**config.mk**
```make
export PLATFORM = sky130hd
export DESIGN_NAME = control_sequencer
export DESIGN_NICKNAME = d
export VERILOG_FILES = /design/src/rtl/control_sequencer.sv
export SDC_FILE = /design/constraint.sdc
export NUM_CORES = 1
export LEC_CHECK = 0
export ABC_AREA = 1
export CORE_ASPECT_RATIO = 0.75
export CORE_MARGIN = 2
export CORE_UTILIZATION = 30
export DETAILED_ROUTE_END_ITERATION = 10
export PLACE_DENSITY = 0.82
export SETUP_SLACK_MARGIN = 0.05
export SLEW_MARGIN = 20
export SYNTH_ARGS = -nofsm -noshare
export SYNTH_HDL_FRONTEND = slang
export SYNTH_SLANG_ARGS = --single-unit
```
**constraint.sdc**
```tcl
create_clock -name clk -period 3.6 [get_ports clk]
set_clock_uncertainty 0.15 [all_clocks]
set_input_delay 1.08 -clock clk [delete_from_list [all_inputs] [get_ports clk]]
set_output_delay 1.08 -clock clk [all_outputs]
set_load 0.01 [all_outputs]
```
**src/rtl/control_sequencer.sv**
```systemverilog
// -----------------------------------------------------------------------------
// control_sequencer
//
// Hardwired Moore control unit for the phase-3 datapath. Walks every
// instruction through fetch (T0-T2) and the opcode-specific execute steps
// (T3-T7), emitting one set of datapath strobes per cycle.
//
// Ports
//   clk         rising-edge system clock
//   clr         asynchronous, active-high reset (forces RST, all strobes low)
//   IR          instruction register; opcode = IR[31:27]
//   stop        halt request, honoured only on the edge that ends an
//               instruction
//   PCout..IRin fetch / memory strobes
//   Gra..RAMwrite execute strobes
//   ALUControl  one-hot ALU operation (bit0 ADD, bit1 SUB, bit2 AND, bit3 OR)
//   run         high in every state except HALT
//
// Outputs are a pure function of the state register and IR[31:27].
// -----------------------------------------------------------------------------
module control_sequencer #(
    parameter int ALU_W = 12
) (
    input  logic             clk,
    input  logic             clr,
    input  logic [31:0]      IR,
    input  logic             stop,

    output logic             PCout,
    output logic             MARin,
    output logic             IncPC,
    output logic             Zin,
    output logic             PCin,
    output logic             Zlowout,
    output logic             RAMread,
    output logic             MDRRead,
    output logic             MDRin,
    output logic             MDRout,
    output logic             IRin,

    output logic             Gra,
    output logic             Grb,
    output logic             Grc,
    output logic             Rin_in,
    output logic             Rout_in,
    output logic             BAout,
    output logic             Yin,
    output logic             Cout,
    output logic             HIout,
    output logic             LOout,
    output logic             InPortout,
    output logic             OutPortIn,
    output logic             RAMwrite,

    output logic [ALU_W-1:0] ALUControl,
    output logic             run
);

    typedef enum logic [3:0] {
        S_RST,
        S_T0,
        S_T1,
        S_T2,
        S_T3,
        S_T4,
        S_T5,
        S_T6,
        S_T7,
        S_HALT
    } state_t;

    localparam logic [4:0] OP_LD   = 5'b00000;
    localparam logic [4:0] OP_LDI  = 5'b00001;
    localparam logic [4:0] OP_ST   = 5'b00010;
    localparam logic [4:0] OP_ADD  = 5'b00011;
    localparam logic [4:0] OP_SUB  = 5'b00100;
    localparam logic [4:0] OP_AND  = 5'b00101;
    localparam logic [4:0] OP_OR   = 5'b00110;
    localparam logic [4:0] OP_IN   = 5'b10110;
    localparam logic [4:0] OP_OUT  = 5'b10111;
    localparam logic [4:0] OP_MFHI = 5'b11000;
    localparam logic [4:0] OP_MFLO = 5'b11001;
    localparam logic [4:0] OP_HALT = 5'b11011;

    localparam logic [ALU_W-1:0] ALU_ADD = {{(ALU_W-4){1'b0}}, 4'b0001};
    localparam logic [ALU_W-1:0] ALU_SUB = {{(ALU_W-4){1'b0}}, 4'b0010};
    localparam logic [ALU_W-1:0] ALU_AND = {{(ALU_W-4){1'b0}}, 4'b0100};
    localparam logic [ALU_W-1:0] ALU_OR  = {{(ALU_W-4){1'b0}}, 4'b1000};

    state_t          state;
    state_t          next_state;
    state_t          boundary_state;
    logic [4:0]      opcode;
    logic            is_alu;
    logic            is_ldi;
    logic            is_ld;
    logic            is_st;
    logic            uses_ea;     // ldi, ld and st share the Rb + C address step
    logic [ALU_W-1:0] alu_op;

    // Only the opcode field steers the sequence; operand fields belong to
    // the datapath.
    logic            unused_ir_fields;
    assign unused_ir_fields = ^IR[26:0];

    assign opcode  = IR[31:27];
    assign is_alu  = (opcode == OP_ADD) || (opcode == OP_SUB) ||
                     (opcode == OP_AND) || (opcode == OP_OR);
    assign is_ldi  = (opcode == OP_LDI);
    assign is_ld   = (opcode == OP_LD);
    assign is_st   = (opcode == OP_ST);
    assign uses_ea = is_ldi || is_ld || is_st;

    // Where the sequencer goes after the final step of any instruction.
    assign boundary_state = stop ? S_HALT : S_T0;

    always_comb begin
        alu_op = '0;
        case (opcode)
            OP_ADD:  alu_op = ALU_ADD;
            OP_SUB:  alu_op = ALU_SUB;
            OP_AND:  alu_op = ALU_AND;
            OP_OR:   alu_op = ALU_OR;
            default: alu_op = '0;
        endcase
    end

    // NOTE: sequential state uses non-blocking assignments so every flop
    // samples its inputs from before the edge.
    always_ff @(posedge clk or posedge clr) begin
        if (clr) begin
            state <= S_RST;
        end else begin
            state <= next_state;
        end
    end

    always_comb begin
        // NOTE: every output of this block gets a default first so no path
        // through the case statement can leave a latch behind.
        next_state = state;
        PCout      = 1'b0;
        MARin      = 1'b0;
        IncPC      = 1'b0;
        Zin        = 1'b0;
        PCin       = 1'b0;
        Zlowout    = 1'b0;
        RAMread    = 1'b0;
        MDRRead    = 1'b0;
        MDRin      = 1'b0;
        MDRout     = 1'b0;
        IRin       = 1'b0;
        Gra        = 1'b0;
        Grb        = 1'b0;
        Grc        = 1'b0;
        Rin_in     = 1'b0;
        Rout_in    = 1'b0;
        BAout      = 1'b0;
        Yin        = 1'b0;
        Cout       = 1'b0;
        HIout      = 1'b0;
        LOout      = 1'b0;
        InPortout  = 1'b0;
        OutPortIn  = 1'b0;
        RAMwrite   = 1'b0;
        ALUControl = '0;
        run        = 1'b1;

        case (state)
            S_RST: begin
                next_state = S_T0;
            end

            S_T0: begin
                PCout      = 1'b1;
                MARin      = 1'b1;
                IncPC      = 1'b1;
                Zin        = 1'b1;
                next_state = S_T1;
            end

            S_T1: begin
                Zlowout    = 1'b1;
                PCin       = 1'b1;
                RAMread    = 1'b1;
                MDRRead    = 1'b1;
                MDRin      = 1'b1;
                next_state = S_T2;
            end

            S_T2: begin
                MDRout     = 1'b1;
                IRin       = 1'b1;
                next_state = S_T3;
            end

            S_T3: begin
                if (is_alu) begin
                    Grb     = 1'b1;
                    Rout_in = 1'b1;
                    Yin     = 1'b1;
                end else if (uses_ea) begin
                    Grb     = 1'b1;
                    BAout   = 1'b1;
                    Yin     = 1'b1;
                end else begin
                    case (opcode)
                        OP_MFHI: begin
                            HIout  = 1'b1;
                            Gra    = 1'b1;
                            Rin_in = 1'b1;
                        end
                        OP_MFLO: begin
                            LOout  = 1'b1;
                            Gra    = 1'b1;
                            Rin_in = 1'b1;
                        end
                        OP_IN: begin
                            InPortout = 1'b1;
                            Gra       = 1'b1;
                            Rin_in    = 1'b1;
                        end
                        OP_OUT: begin
                            Gra       = 1'b1;
                            Rout_in   = 1'b1;
                            OutPortIn = 1'b1;
                        end
                        default: begin
                            // nop, halt and undefined opcodes drive nothing.
                        end
                    endcase
                end

                if (is_alu || uses_ea) begin
                    next_state = S_T4;
                end else if (opcode == OP_HALT) begin
                    next_state = S_HALT;
                end else begin
                    next_state = boundary_state;
                end
            end

            S_T4: begin
                if (is_alu) begin
                    Grc        = 1'b1;
                    Rout_in    = 1'b1;
                    ALUControl = alu_op;
                    Zin        = 1'b1;
                end else if (uses_ea) begin
                    Cout       = 1'b1;
                    ALUControl = ALU_ADD;
                    Zin        = 1'b1;
                end
                next_state = S_T5;
            end

            S_T5: begin
                Zlowout = 1'b1;
                if (is_ld || is_st) begin
                    // Effective address goes to MAR; the memory phase follows.
                    MARin      = 1'b1;
                    next_state = S_T6;
                end else begin
                    Gra        = 1'b1;
                    Rin_in     = 1'b1;
                    next_state = boundary_state;
                end
            end

            S_T6: begin
                if (is_ld) begin
                    RAMread = 1'b1;
                    MDRRead = 1'b1;
                    MDRin   = 1'b1;
                end else if (is_st) begin
                    // MDR loads from the bus (Ra), not from memory.
                    Gra     = 1'b1;
                    Rout_in = 1'b1;
                    MDRin   = 1'b1;
                end
                next_state = S_T7;
            end

            S_T7: begin
                if (is_ld) begin
                    MDRout = 1'b1;
                    Gra    = 1'b1;
                    Rin_in = 1'b1;
                end else if (is_st) begin
                    RAMwrite = 1'b1;
                end
                next_state = boundary_state;
            end

            S_HALT: begin
                run        = 1'b0;
                next_state = S_HALT;
            end

            default: begin
                next_state = S_RST;
            end
        endcase
    end

endmodule
```
Yosys cells after proc, flatten, opt, wreduce, memory -nomap -nowiden
Index checks and enable logic that the tools add are counted.
{"block": "op_classes", "n_eq_ne": 20, "n_mux": 60, "reduce_logical": 12}
{"operator": "2-to-1 mux 1 bit", "n": 44}
{"operator": "case mux 4 bit (10 select lines)", "n": 1}
{"operator": "== test 5 bit (second input constant)", "n": 5}
{"operator": "2-to-1 mux 12 bit", "n": 2}
{"operator": "== test 4 x 3 -> 1 bit (second input constant)", "n": 4}
{"operator": "2-to-1 mux 4 bit", "n": 4}
{"operator": "case mux 4 bit (4 select lines)", "n": 1}
{"operator": "== test 5 x 3 -> 1 bit (second input constant)", "n": 3}
{"operator": "== test 5 x 2 -> 1 bit (second input constant)", "n": 2}
{"operator": "case mux 1 bit (2 select lines)", "n": 5}
{"operator": "== test 4 x 2 -> 1 bit (second input constant)", "n": 2}
{"operator": "== test 4 bit (second input constant)", "n": 2}
{"operator": "logical OR 1 bit", "n": 7}
{"operator": "case mux 1 bit (3 select lines)", "n": 2}
{"operator": "== test 5 x 1 -> 1 bit (second input constant)", "n": 1}
{"operator": "logical NOT 5 bit", "n": 1}
{"operator": "== test 4 x 1 -> 1 bit (second input constant)", "n": 1}
{"operator": "logical NOT 4 bit", "n": 1}
{"operator": "case mux 1 bit (4 select lines)", "n": 1}
{"operator": "OR reduction 4 bit", "n": 1}
{"operator": "OR reduction 3 bit", "n": 1}
{"operator": "OR reduction 2 bit", "n": 1}
{"block": "totals", "ff_bits": 4, "input_bits": 35, "wordCells": 93, "out_inout_bits": 37}

Longest topological paths before layout
{"block": "logic_depth", "word_depth": 7, "mapped_depth": 7, "ltp_nobuf": 7}

Least setup slack after synthesis
OpenSTA, ideal clock, no wires.
{"block": "synth_path", "path_kind": "input-to-output", "start": "in IR[28]", "end": "out RAMread", "arrival_time_ns": 1.981, "stages": 5, "n_path_buf": 2, "t_required_ns": 2.370, "slack_ns": 0.389, "path_cell_list": "buf_4 > nor2_1 > nand3_1 > o21ai_0 > buf_4"}
{"block": "synth_between", "elab_chain_cells": 3}
{"element": "start: declaration", "line": "26", "text": "input logic [31:0] IR,"}
{"element": "logical NOT 5 bit", "line": "110", "text": "assign is_ld = (opcode == OP_LD);"}
{"element": "2-to-1 mux 1 bit"}
{"element": "case mux 1 bit (2 select lines)"}
{"element": "end: declaration", "line": "35", "text": "output logic RAMread,"}
No other way between the ends.

Worst setup path after layout
{"block": "layout_path", "start": "in IR[29]", "end": "out Gra"}
{"block": "layout_between", "elab_chain_cells": 6, "elab_cells_between_ends": 26, "classes_between": "10 x eq/ne; 8 x mux; 8 x reduce/logical"}
{"element": "== test 5 bit (tied with other cells)", "line": "207", "text": "case (opcode)"}
{"element": "OR reduction 4 bit (no line) (tied with other cells)"}
{"element": "2-to-1 mux 1 bit (tied with other cells)", "line": "207"}
{"element": "2-to-1 mux 1 bit / logical OR 1 bit (equally long branches)", "line": "202, 108"}
{"element": "2-to-1 mux 1 bit", "line": "198", "text": "if (is_alu) begin"}
{"element": "case mux 1 bit (4 select lines) *", "line": "169", "text": "case (state)"}
{"element": "end: declaration", "line": "41", "text": "output logic Gra,"}
Mark *: on every way between the ends. The rest lies on a longest branch, timed or not.

==> run summary <==
clock tree buffer depth: 2
Overall Global Routing Usage: 17.6%
total CTS buffers: 3
Reg-to-Reg Start: state[2]
P_leak: 0.712 nW
largest net degree at the start of global routing: 9
Reg2Reg Setup Slack: 2.07 ns
Clk network pwr share: 10.7%
sequential cell area fraction in the yosys report: 13.9%
via count: 961
hold wc startpoint: state[0]
sw power: 0.266 mW
Largest regs: state: 4 flops
CTS Root Buffer Type: clkbuf_4
Seq pwr share: 18.6%
layout cell share with drive strength beyond 1: 34.9%
first-pass GRT wire length: 3630 um
Die X: 60.5 um
vias per std cell: 4.60
WHS: 0.395 ns
Power Internal: 0.266 mW
RePlAce Congestion: 0.880
Max VDD drop: 0.134 mV
reg2reg end: state[2]
# IOs: 72
layout net count: 212
Initial DRC Count: 39
status: completed
pwr dens: 440 nW/um2
Setup WS post-layout: 0.0994 ns
Setup WS pre-CTS: -0.486 ns
YS warnings: 0
FP Rows: 15
worst min path class: flip-flop to flip-flop
Startpoint Class: input pin
Worst Path Required: 2.37 ns
final hold viol count: 0
antenna-violating nets left: 0
crit path DAT: 2.27 ns
DR DRC count: 0
Tcrit/Tclk final: 97.2%
most used cell along the critical path: nand2_1
Non-Filler Instances: 209
Hold Crit Depth: 1
Critical Path End Type: output pin
Cell Count Post-Placement: 199
clk sinks: 4
Top reg by flops: state
post-layout min period: 3.50 ns
setup TNS: 0 ns
GRT Residual Overflow: 0
TritonCTS clock tree: yes
Comb power frac: 70.7%
Die H: 46.4 um
Routed WL: 2390 um
worst-path maximum fanout: 4
RSZ-0062 raised after global routing: true
# setup viols final: 0
flip-flop and latch count after synthesis: 4
synthesized area: 719 um2
Max stage delay on crit path: 0.27 ns
ant diodes: 0
Layout area overhead: 68.0%
H-tree levels: 1
worst reg-to-reg path cell count: 6
max reg flops: 4
slowest CP cell: dlygate4sd2_1
WHS Endpoint: state[0]
Initial Util: 31.4%
crit-path cells: dlygate4sd2_1 -> inv_2 -> buf_4 -> nand2_1 -> nor2_2 -> nand3_2 -> nand3_1 -> nor2_1 -> nand2_1 -> clkdlybuf4s15_2
vias in the first global route: 857
antenna violations before repair: 0
iteration count of the initial detailed-routing pass: 4
Crit Path Category: input pin to output pin
max-slew violations: 0
Max Freq: 0.286 GHz
syn avg cell area: 5.90 um2
Cells after Synth: 122
per-cell routed wire length: 11.5 um
core area: 2290 um2
Skew-Pair Late Insertion Delay: 0.24 ns
# fillers: 236
IO Port Bufs: 36
die area: 2810 um2
Switching Fraction: 50.0%
max-capacitance violation count: 0
Clk pin slew, worst setup/hold paths: 0.04 ns
hpwl dp: 1880 um
post-synth cell types: 24
[synthesized netlist by cell type]
cell | n | area share (%)
nor2_4 | 1 | 1.6
nand2_4 | 1 | 1.6
nand4_1 | 4 | 3.5
nor2_2 | 2 | 1.7
nor4_1 | 1 | 0.87
nor2_8 | 1 | 2.8
dfrtp_1 | 4 | 14
nand2_2 | 4 | 3.5
a21oi_1 | 3 | 2.1
nor3_1 | 3 | 2.1
buf_4 | 13 | 14
o21ai_1 | 1 | 0.69
nand3_1 | 11 | 7.7
o21bai_1 | 1 | 1.0
nor3_2 | 4 | 5.6
o21ai_0 | 5 | 3.5
nor2_1 | 18 | 9.4
o21ai_2 | 1 | 1.2
conb_1 | 1 | 0.52
inv_2 | 9 | 4.7
nand2_1 | 18 | 9.4
or2_1 | 1 | 0.87
inv_1 | 14 | 7.3
nand3b_1 | 1 | 1.0
[how the worst max path moves through the flow]
stage / from / to / slack [ns] / depth (start not counted)
6_report: IR[29] / Gra / 0.1 / 10
5_1_grt: IR[29] / Gra / -0.008 / 10
4_1_cts: IR[29] / LOout / 0.06 / 8
3_5_place_dp: IR[30] / Rout_in / -0.49 / 7
3_3_place_gp: IR[30] / Gra / -0.43 / 7
2_1_floorplan: IR[28] / RAMread / 0.39 / 5
[cell families (layout without fill, tap and decap cells)]
kind of cell           Yosys count  in the layout  share of synthesized area (%)
AND/OR/NAND/NOR                 70             70                           51.5
other                            1              8                          0.521
AO/OA/AOI/OAI                   11             11                           8.52
flip-flops                       4              4                           13.9
buffers and inverters           36             82                           25.6
[area by class of cell]
class	count	area, um2	share of cell area, %
Multi-Input combinational cell	89	490	40.6
Inverter	23	86.3	7.14
Tap cell	34	42.5	3.52
Sequential cell	4	100	8.28
Clock buffer	3	22.5	1.86
Timing Repair Buffer	56	467	38.6
[worst max-delay path, delay by kind of cell]
kind	cells	cell delay, ns
buf+inv	4	0.71
simple gates	6	0.47
[what timing repair did]
action                                 in CTS  in global routing
buffers inserted                            6                  1
hold buffers                                0                  0
pin swaps                                   5                  3
endpoints found under the hold margin       0                  0
setup endpoints to repair                  23                  9
resized for setup                          41                 18
[layer usage]
metal	track usage [%]	vias to the layer above	wire (um)	part of all wire [%]
li1	-	474	-	-
met1	20.9	448	1010	42
met2	33.0	39	1230	51
met3	2.25	0	157	6.6
met4	5.22	0	0	0
met5	0	-	0	0
[power groups by stage]
stage	Clock, mW	Combinational, mW	Sequential [mW]
final	0.0567	0.376	0.0992
after global routing	0.0614	0.414	0.102
after CTS	0.0585	0.375	0.0982
after detailed placement	0	0.398	0.0984
after global placement	0	0.387	0.0965
after floorplan	0	0.241	0.0848
[cells in the final DEF, fill, tap and decap left out, types with 2 or more instances in the layout]
cell             Yosys  routed
o21ai_1              1       3
nand2_2              4       5
o21ai_0              5       3
nor3_1               3       2
nand2_1             18      17
buf_4               13      20
clkbuf_4             0       3
nor3_2               4       4
clkdlybuf4s50_1      0       8
inv_1               14      14
dlygate4sd2_1        0      17
conb_1               1       8
nor2_4               1       2
nor2_1              18      16
nor2_2               2       3
dfrtp_1              4       4
nand3_1             11      10
a21oi_1              3       3
nand4_1              4       4
inv_2                9       9
clkdlybuf4s15_2      0       4
clkbuf_2             0       5
[stage by stage]
step	utilization, %	power (mW)	cell area [um2]
after floorplan	-	0.326	746
final	52.8	0.532	1210
after detailed placement	50.2	0.496	1150
after global placement	50.2	0.483	1150
after global routing	52.8	0.577	1210
after CTS	52.7	0.532	1210
Power figures use the tool's default switching activity.
